$ cat src/rtl/ext_pkg.sv
// Shared types, widths and the extension function for the ext_arbiter block.
// Byte-extension mode is compiled in with EXT_BYTE_EN.
package ext_pkg;

  localparam int unsigned HALF_W = 16;
  localparam int unsigned WORD_W = 32;
  localparam int unsigned BYTE_W = 8;

  typedef enum logic {
    S_EMPTY = 1'b0,
    S_FULL  = 1'b1
  } state_e;

  // Sign/zero-extend a halfword, or only its low byte when byt is set.
  function automatic logic [WORD_W-1:0] ext_word(input logic [HALF_W-1:0] data,
                                                 input logic              sgn,
                                                 input logic              byt);
    logic [WORD_W-1:0] r;
    if (byt) begin
      r = sgn ? {{(WORD_W-BYTE_W){data[BYTE_W-1]}}, data[BYTE_W-1:0]}
              : {{(WORD_W-BYTE_W){1'b0}}, data[BYTE_W-1:0]};
    end else begin
      r = sgn ? {{(WORD_W-HALF_W){data[HALF_W-1]}}, data}
              : {{(WORD_W-HALF_W){1'b0}}, data};
    end
    return r;
  endfunction

endpackage

$ cat src/rtl/rr_pick.sv
// Combinational round-robin picker: first valid requester at or above rr, wrapping.
module rr_pick #(
  parameter int unsigned NREQ = 2,
  parameter int unsigned SRCW = 2
) (
  input  logic [NREQ-1:0] valid,
  input  logic [SRCW-1:0] rr,
  output logic [NREQ-1:0] grant,
  output logic [SRCW-1:0] idx,
  output logic            any
);

  // Scan offsets from farthest to nearest so the nearest valid requester wins.
  always_comb begin
    int cand;
    grant = '0;
    idx   = '0;
    any   = 1'b0;
    cand  = 0;
    for (int i = int'(NREQ) - 1; i >= 0; i--) begin
      cand = int'(rr) + i;
      if (cand >= int'(NREQ)) cand = cand - int'(NREQ);
      if (valid[cand]) begin
        grant       = '0;
        grant[cand] = 1'b1;
        idx         = SRCW'(cand);
        any         = 1'b1;
      end
    end
  end

endmodule

$ cat src/rtl/ext_arbiter.sv
// Round-robin arbiter sharing one 16->32 extension datapath with a one-entry
// registered output stage. EXT_BYTE_EN adds per-requester byte extension.
module ext_arbiter
  import ext_pkg::*;
#(
  parameter int unsigned NREQ = 2,
  parameter int unsigned SRCW = 2
) (
  input  logic                   Clk,
  input  logic                   Rst_n,
  input  logic [NREQ-1:0]        Req_Valid,
  output logic [NREQ-1:0]        Req_Ready,
  input  logic [NREQ-1:0]        Req_Signed,
`ifdef EXT_BYTE_EN
  input  logic [NREQ-1:0]        Req_Byte,
`endif
  input  logic [HALF_W*NREQ-1:0] Req_Data,
  output logic                   Out_Valid,
  input  logic                   Out_Ready,
  output logic [WORD_W-1:0]      Out_Data,
  output logic [SRCW-1:0]        Out_Src
);

  state_e            state_q, state_d;
  logic [WORD_W-1:0] data_q, data_d;
  logic [SRCW-1:0]   src_q, src_d;
  logic [SRCW-1:0]   rr_q, rr_d;
  logic              live_q;

  logic [NREQ-1:0]   pick_grant;
  logic [SRCW-1:0]   pick_idx;
  logic              pick_any;
  logic              load;
  logic              take;
  logic [HALF_W-1:0] sel_data;
  logic              sel_signed;
  logic              sel_byte;

  rr_pick #(.NREQ(NREQ), .SRCW(SRCW)) u_pick (
    .valid (Req_Valid),
    .rr    (rr_q),
    .grant (pick_grant),
    .idx   (pick_idx),
    .any   (pick_any)
  );

  // Grants are blocked until the first clock after reset release.
  assign load = live_q & ((state_q == S_EMPTY) | Out_Ready);
  assign take = load & pick_any;

  // State register.
  always_ff @(posedge Clk or negedge Rst_n) begin
    if (!Rst_n) state_q <= S_EMPTY;
    else        state_q <= state_d;
  end

  // Next state: fill on grant, drain when popped with nothing to reload.
  always_comb begin
    state_d = state_q;
    if (take)                                  state_d = S_FULL;
    else if (state_q == S_FULL && Out_Ready)   state_d = S_EMPTY;
  end

  // FSM outputs.
  always_comb begin
    Out_Valid = (state_q == S_FULL);
    Req_Ready = load ? pick_grant : '0;
  end

  // Operand mux for the granted requester.
  always_comb begin
    sel_data   = '0;
    sel_signed = 1'b0;
    sel_byte   = 1'b0;
    for (int i = 0; i < int'(NREQ); i++) begin
      if (pick_grant[i]) begin
        sel_data   = Req_Data[i*HALF_W +: HALF_W];
        sel_signed = Req_Signed[i];
`ifdef EXT_BYTE_EN
        sel_byte   = Req_Byte[i];
`endif
      end
    end
  end

  // Output register and pointer next values; all hold unless a grant occurs.
  always_comb begin
    data_d = data_q;
    src_d  = src_q;
    rr_d   = rr_q;
    if (take) begin
      data_d = ext_word(sel_data, sel_signed, sel_byte);
      src_d  = pick_idx;
      rr_d   = (pick_idx == SRCW'(NREQ - 1)) ? '0 : pick_idx + SRCW'(1);
    end
  end

  // Datapath registers.
  always_ff @(posedge Clk or negedge Rst_n) begin
    if (!Rst_n) begin
      data_q <= '0;
      src_q  <= '0;
      rr_q   <= '0;
      live_q <= 1'b0;
    end else begin
      data_q <= data_d;
      src_q  <= src_d;
      rr_q   <= rr_d;
      live_q <= 1'b1;
    end
  end

  assign Out_Data = data_q;
  assign Out_Src  = src_q;

endmodule

$ cat config.mk
export PLATFORM = sky130hd
export DESIGN_NAME = ext_arbiter
export DESIGN_NICKNAME = d
export VERILOG_FILES = /design/src/rtl/ext_pkg.sv /design/src/rtl/rr_pick.sv /design/src/rtl/ext_arbiter.sv
export SDC_FILE = /design/constraint.sdc
export NUM_CORES = 1
export LEC_CHECK = 0
export ABC_AREA = 1
export CORE_UTILIZATION = 37
export DETAILED_ROUTE_END_ITERATION = 10
export PLACE_DENSITY = 0.79
export SLEW_MARGIN = 10
export SYNTH_ARGS = -nofsm -noshare
export SYNTH_HDL_FRONTEND = slang
export SYNTH_SLANG_ARGS = --single-unit
$ cat constraint.sdc
create_clock -name Clk -period 1.5 [get_ports Clk]
set_input_delay 0.3 -clock Clk [delete_from_list [all_inputs] [get_ports Clk]]
set_output_delay 0.3 -clock Clk [all_outputs]
set_load 0.03 [all_outputs]
Word level (Yosys, flattened, before mapping)
Cells that the tools add are included.
{"block": "totals", "ff_bits": 38, "out_inout_bits": 37, "word_cells": 51}
{"block": "classes", "addsub": 4, "order_cmp": 6, "eq_ne": 1, "n_mux": 27, "bitwise_logic": 4, "reduce_logical": 4}
{"op": "2-to-1 mux 32 bit", "n": 3}
{"op": "greater-or-equal comparator 32 x 1 -> 1 bit, second input constant", "n": 2}
{"op": "< comparator 32 x 3 -> 1 bit, second input constant", "n": 2}
{"op": "greater-or-equal comparator 32 x 3 -> 1 bit, second input constant", "n": 1}
{"op": "2-to-1 mux 16 bit", "n": 2}
{"op": "subtractor 32 x 3 -> 32 bit, second input constant", "n": 1}
{"op": "2-to-1 mux 1 bit", "n": 14}
{"op": "2-to-1 mux 2 bit", "n": 6}
{"op": "adder 2 x 1 -> 3 bit, second input constant", "n": 1}
{"op": "logical AND 1 bit", "n": 3}
{"op": "subtractor 2 x 2 -> 3 bit, second input constant", "n": 1}
{"op": "adder 2 x 1 -> 2 bit, second input constant", "n": 1}
{"op": "AND 1 bit", "n": 2}
{"op": "demux 1 bit (select 1 bit)", "n": 2}
{"op": "== test 2 x 1 -> 1 bit, second input constant", "n": 1}
{"op": "greater-or-equal comparator 2 bit, second input constant", "n": 1}
{"op": "nonzero test 2 bit", "n": 1}
{"op": "NOT 1 bit", "n": 1}
{"op": "OR 1 bit", "n": 1}

Depth between registers and ports, before layout
Gate-level depths: netlist of the first run.
{"block": "depth", "word_depth": 12, "depth_mapped": 7}

By module
A second synthesis of the first run with hierarchy kept.
{"block": "hier_totals", "hier_cells": 184, "hier_area_um2": 1353.8}
{"module": "ext_arbiter", "n_inst": 1, "cells_each": 171, "area_per_inst_um2": 1302.5}
{"module": "rr_pick", "n_inst": 1, "cells_each": 13, "area_per_inst_um2": 51.3}

Least setup slack after synthesis of the first run
No wires, ideal clock.
{"block": "synth_path", "kind": "register to output", "from": "reg rr_q[0]", "to": "out Req_Ready[1]", "arrival_ns": 1.312, "t_required_ns": 1.200, "path_slack_ns": -0.112, "path_stages_with_launch": 6, "cell_sequence": "dfrtp_1 inv_2 a21oi_4 buf_6 inv_1 nor2_1"}
{"block": "synth_between", "elab_chain_cells": 10}
{"element": "start: declaration", "line_no": "ext_arbiter.sv:27", "text": "logic [SRCW-1:0] rr_q, rr_d;"}
{"element": "start signal: assignment", "line_no": "ext_arbiter.sv:108", "text": "rr_q <= rr_d;"}
{"element": "adder 2 x 1 -> 3 bit", "line_no": "rr_pick.sv:21", "text": "cand = int'(rr) + i;"}
{"element": "subtractor 32 x 3 -> 32 bit or greater-or-equal comparator 32 x 3 -> 1 bit (tied branches)", "line_no": "rr_pick.sv:22", "text": "if (cand >= int'(NREQ)) cand = cand - int'(NREQ);"}
{"element": "2-to-1 mux 32 bit", "line_no": "rr_pick.sv:22"}
{"element": "greater-or-equal comparator 32 x 1 -> 1 bit (not written as such) or < comparator 32 x 3 -> 1 bit (tied branches)", "line_no": "rr_pick.sv:25", "text": "grant[cand] = 1'b1;"}
{"element": "logical AND 1 bit (not written as such)", "line_no": "rr_pick.sv:25"}
{"element": "2-to-1 mux 1 bit (not written as such)", "line_no": "rr_pick.sv:25"}
{"element": "demux 1 bit (select 1 bit)"}
{"element": "2-to-1 mux 2 bit", "line_no": "rr_pick.sv:23", "text": "if (valid[cand]) begin"}
{"element": "2-to-1 mux 2 bit (*)", "line_no": "rr_pick.sv:23"}
{"element": "2-to-1 mux 2 bit (*)", "line_no": "ext_arbiter.sv:67", "text": "Req_Ready = load ? pick_grant : '0;"}
{"element": "end: declaration", "line_no": "ext_arbiter.sv:12", "text": "output logic [NREQ-1:0] Req_Ready,"}
Every way passes the cells marked *; elsewhere a longest branch is shown, timed or not. The select of a mux whose other input is x is not followed.

Final worst setup path of the first run
{"block": "layout_path", "from": "reg rr_q[0]", "to": "out Req_Ready[0]"}
The elaborated chain is that of the path after synthesis.

==> results of run 1 <==
state kept, by name, summed over array words and instances, names as in the netlist:
signal     flops
rr_q           2
Out_Data      17
Out_Src        2
Out_Valid      1
live_q         1
logic make-up after synthesis:
| logic type | synth area share, % |
|---|---|
| AND/OR/NAND/NOR | 35.2 |
| buffers and inverters | 14.5 |
| other | 0.291 |
| flip-flops | 44.7 |
| AO/OA/AOI/OAI | 5.34 |
cell usage after synthesis, drive strengths merged:
library cell  instances  area share (%)
nand2                93              27
dfrtp                23              45
buf                  21              12
nand3                18             7.0
inv                   5             1.5
o21ai                 4             1.8
a21oi                 3             2.9
nor2                  2            0.58
a21o                  1            0.58
clkbuf                1             1.1
conb                  1            0.29
nor3                  1            0.39
final timing paths:
path,depth (start not counted),to
min,2,Out_Valid
min reg2reg,2,Out_Data[8]
min in group asynchronous,2,Out_Data[10]
max,4,Req_Ready[0]
max reg2reg,8,Out_Src[0]
max in group asynchronous,2,rr_q[0]
per-stage QoR:
stage | worst slack, ps | cell area, µm² | power (mW) | hold WS (ps)
finish | -16.2 | 2030 | 1.94 | 218
CTS | -70.8 | 2030 | 1.96 | 329
detailed placement | -165 | 1990 | 1.72 | 459
global route | -75.1 | 2030 | 2.07 | 230
floorplan | 19.1 | 1290 | 1.35 | 4.41
global placement | -158 | 1990 | 1.71 | 453
cell type report:
type / instances / area [µm²] / share of cell area (%)
timing repair buffer: 91 / 810 / 39.8
tap: 46 / 57.6 / 2.83
multi-input combinational: 123 / 544 / 26.8
clock buffer: 4 / 26.3 / 1.29
sequential: 23 / 578 / 28.4
inverter: 5 / 18.8 / 0.923
power groups by stage:
stage	combinational, mW	sequential (mW)	clock [mW]
2_1_floorplan	0.379	0.972	0
3_3_place_gp	0.919	0.792	0
3_5_place_dp	0.928	0.796	0
4_1_cts	0.887	0.781	0.295
5_1_grt	0.955	0.800	0.316
6_report	0.882	0.780	0.278
per-layer routing:
metal  vias up  share of wire, %  track usage, %  wire [µm]
met5         -                 0               0          0
met4         0               1.3            6.82         43
met3         4               3.6            2.31        114
met2        42                50            31.6       1610
met1       562                45            23.4       1420
li1        663                 -               -          -
what timing repair did:
item	in CTS	in global routing
hold buffers	0	0
endpoints found under the hold margin	0	0
setup endpoints to repair	37	2
pin swaps	1	1
resized for setup	27	4
buffers inserted	3	0
critical path: stages (launching register included):
cell	delay (ps)
dfrtp_2	460
a21oi_4	140
nand2_2	80
nor2_4	110
buf_6	130
==> flow_summary.toml, run 1 <==
[place]
port_buffers = 75
place_inst = 285
dp_hpwl_mm = 2.40
place_congestion = 0.750

[floorplanning]
dieArea_um2 = 3720
start_util_pct = 38.6
die_w_um = 61.0
core-area_um2 = 3340
num_rows = 21
pin_count = 76
die_y_um = 61.0

[drt]
via_per_inst = 4.35
drtAntennaViolNets = 0
drt_iter0_drc = 37
wl_per_cell_um = 10.9
routed_wirelength_mm = 3.19
drc = 0
vias = 1271
firstDrtPassIters = 4

[worst_hold_path]
worstHoldStart = "Out_Ready"
hp-class = "input port to register"

[clocking]
htreeDepth = 1
root_buffer = "clkbuf_4"
clk_pin_slew_ps = 120
clock_latency_ps = 300
cts_made_buffers = 3
clk_path_buf_depth = 2
cts_tree = "built"
cts_sinks = 23

[final_layout]
fin_cells = 292
synthToLayoutAreaGrowth_pct = 57.9
n_fill_cell = 327
final_layout_size_suffix_gt1_share_pct = 20.3
layout_common_cells = "91 x nand2_1, 35 x clkdlybuf4s50_1, 32 x buf_4"
n_antenna_cell = 0
final_util_pct = 61.0
layout_commonest_cell = "nand2_1"
final_nets = 286

[power]
seq_power_share_pct = 40.2
p_sw_share_pct = 39.5
p_per_area_nw_per_um2 = 954
p_leak_nw = 1.13
peakVddDrop_mv = 0.496
p_int_mw = 1.17
power.share.combinational_pct = 45.5
clock_power_share_pct = 14.3
p_sw_mw = 0.767

[synthesis]
ys_ff_latch = 23
synthCells = 173
synth_cell_types = 19
yosys_warnings = 0
syn_area_um2 = 1290
yosysSeqAreaShare_pct = 44.7
syn_nets = 212
synth_area_per_cell_um2 = 7.45

[critical_path]
worstPathRequired_ps = 1200
cp-end-kind = "output port"
r2r-start = "Out_Valid"
crit_arrival_ps = 1220
ff2ff_setup_slack_ps = 120
start_kind = "register"
crit_start = "rr_q[0]"
worst-path-max-fanout = 3
crit_type = "register to output port"

[global_routing]
overflow = 0
grt_use_total_pct = 18.3
antenna_found_initial = 0
grt_max_degree = 24
grt_pass1_vias = 1103
grt_pass1_wl_mm = 5.04

[sta]
setup_ws_ps = -16.2
setup_tns_ps = -21.1
skew_ps = 5.00
rsz0062_at_grt = "true"
drv_slew = 0
fmax_ghz = 0.660
finalSetupViolCount = 2
hold_violations = 0
period_share_pct = 101
period_minus_slack_ps = 1520

[outcome]
violations = "setup timing"
status = "finished with violations"

[run]
drv_cap = 0
No activity file was read; power rests on OpenSTA's default activity.
==> run 2, diff against run 1 <==
--- a/config.mk
+++ b/config.mk
@@ -9,7 +9,6 @@
 export CORE_UTILIZATION = 37
 export DETAILED_ROUTE_END_ITERATION = 10
 export PLACE_DENSITY = 0.79
-export SLEW_MARGIN = 10
 export SYNTH_ARGS = -nofsm -noshare
 export SYNTH_HDL_FRONTEND = slang
 export SYNTH_SLANG_ARGS = --single-unit
==> results of run 2 <==
The final DEF is identical to that of run 1; final timing and power are the same.
==> run 3, diff against run 2 <==
--- a/config.mk
+++ b/config.mk
@@ -6,6 +6,7 @@
 export NUM_CORES = 1
 export LEC_CHECK = 0
 export ABC_AREA = 1
+export CORE_MARGIN = 1
 export CORE_UTILIZATION = 37
 export DETAILED_ROUTE_END_ITERATION = 10
 export PLACE_DENSITY = 0.79
==> results of run 3 <==
The final DEF is identical to that of run 1; final timing and power are the same.
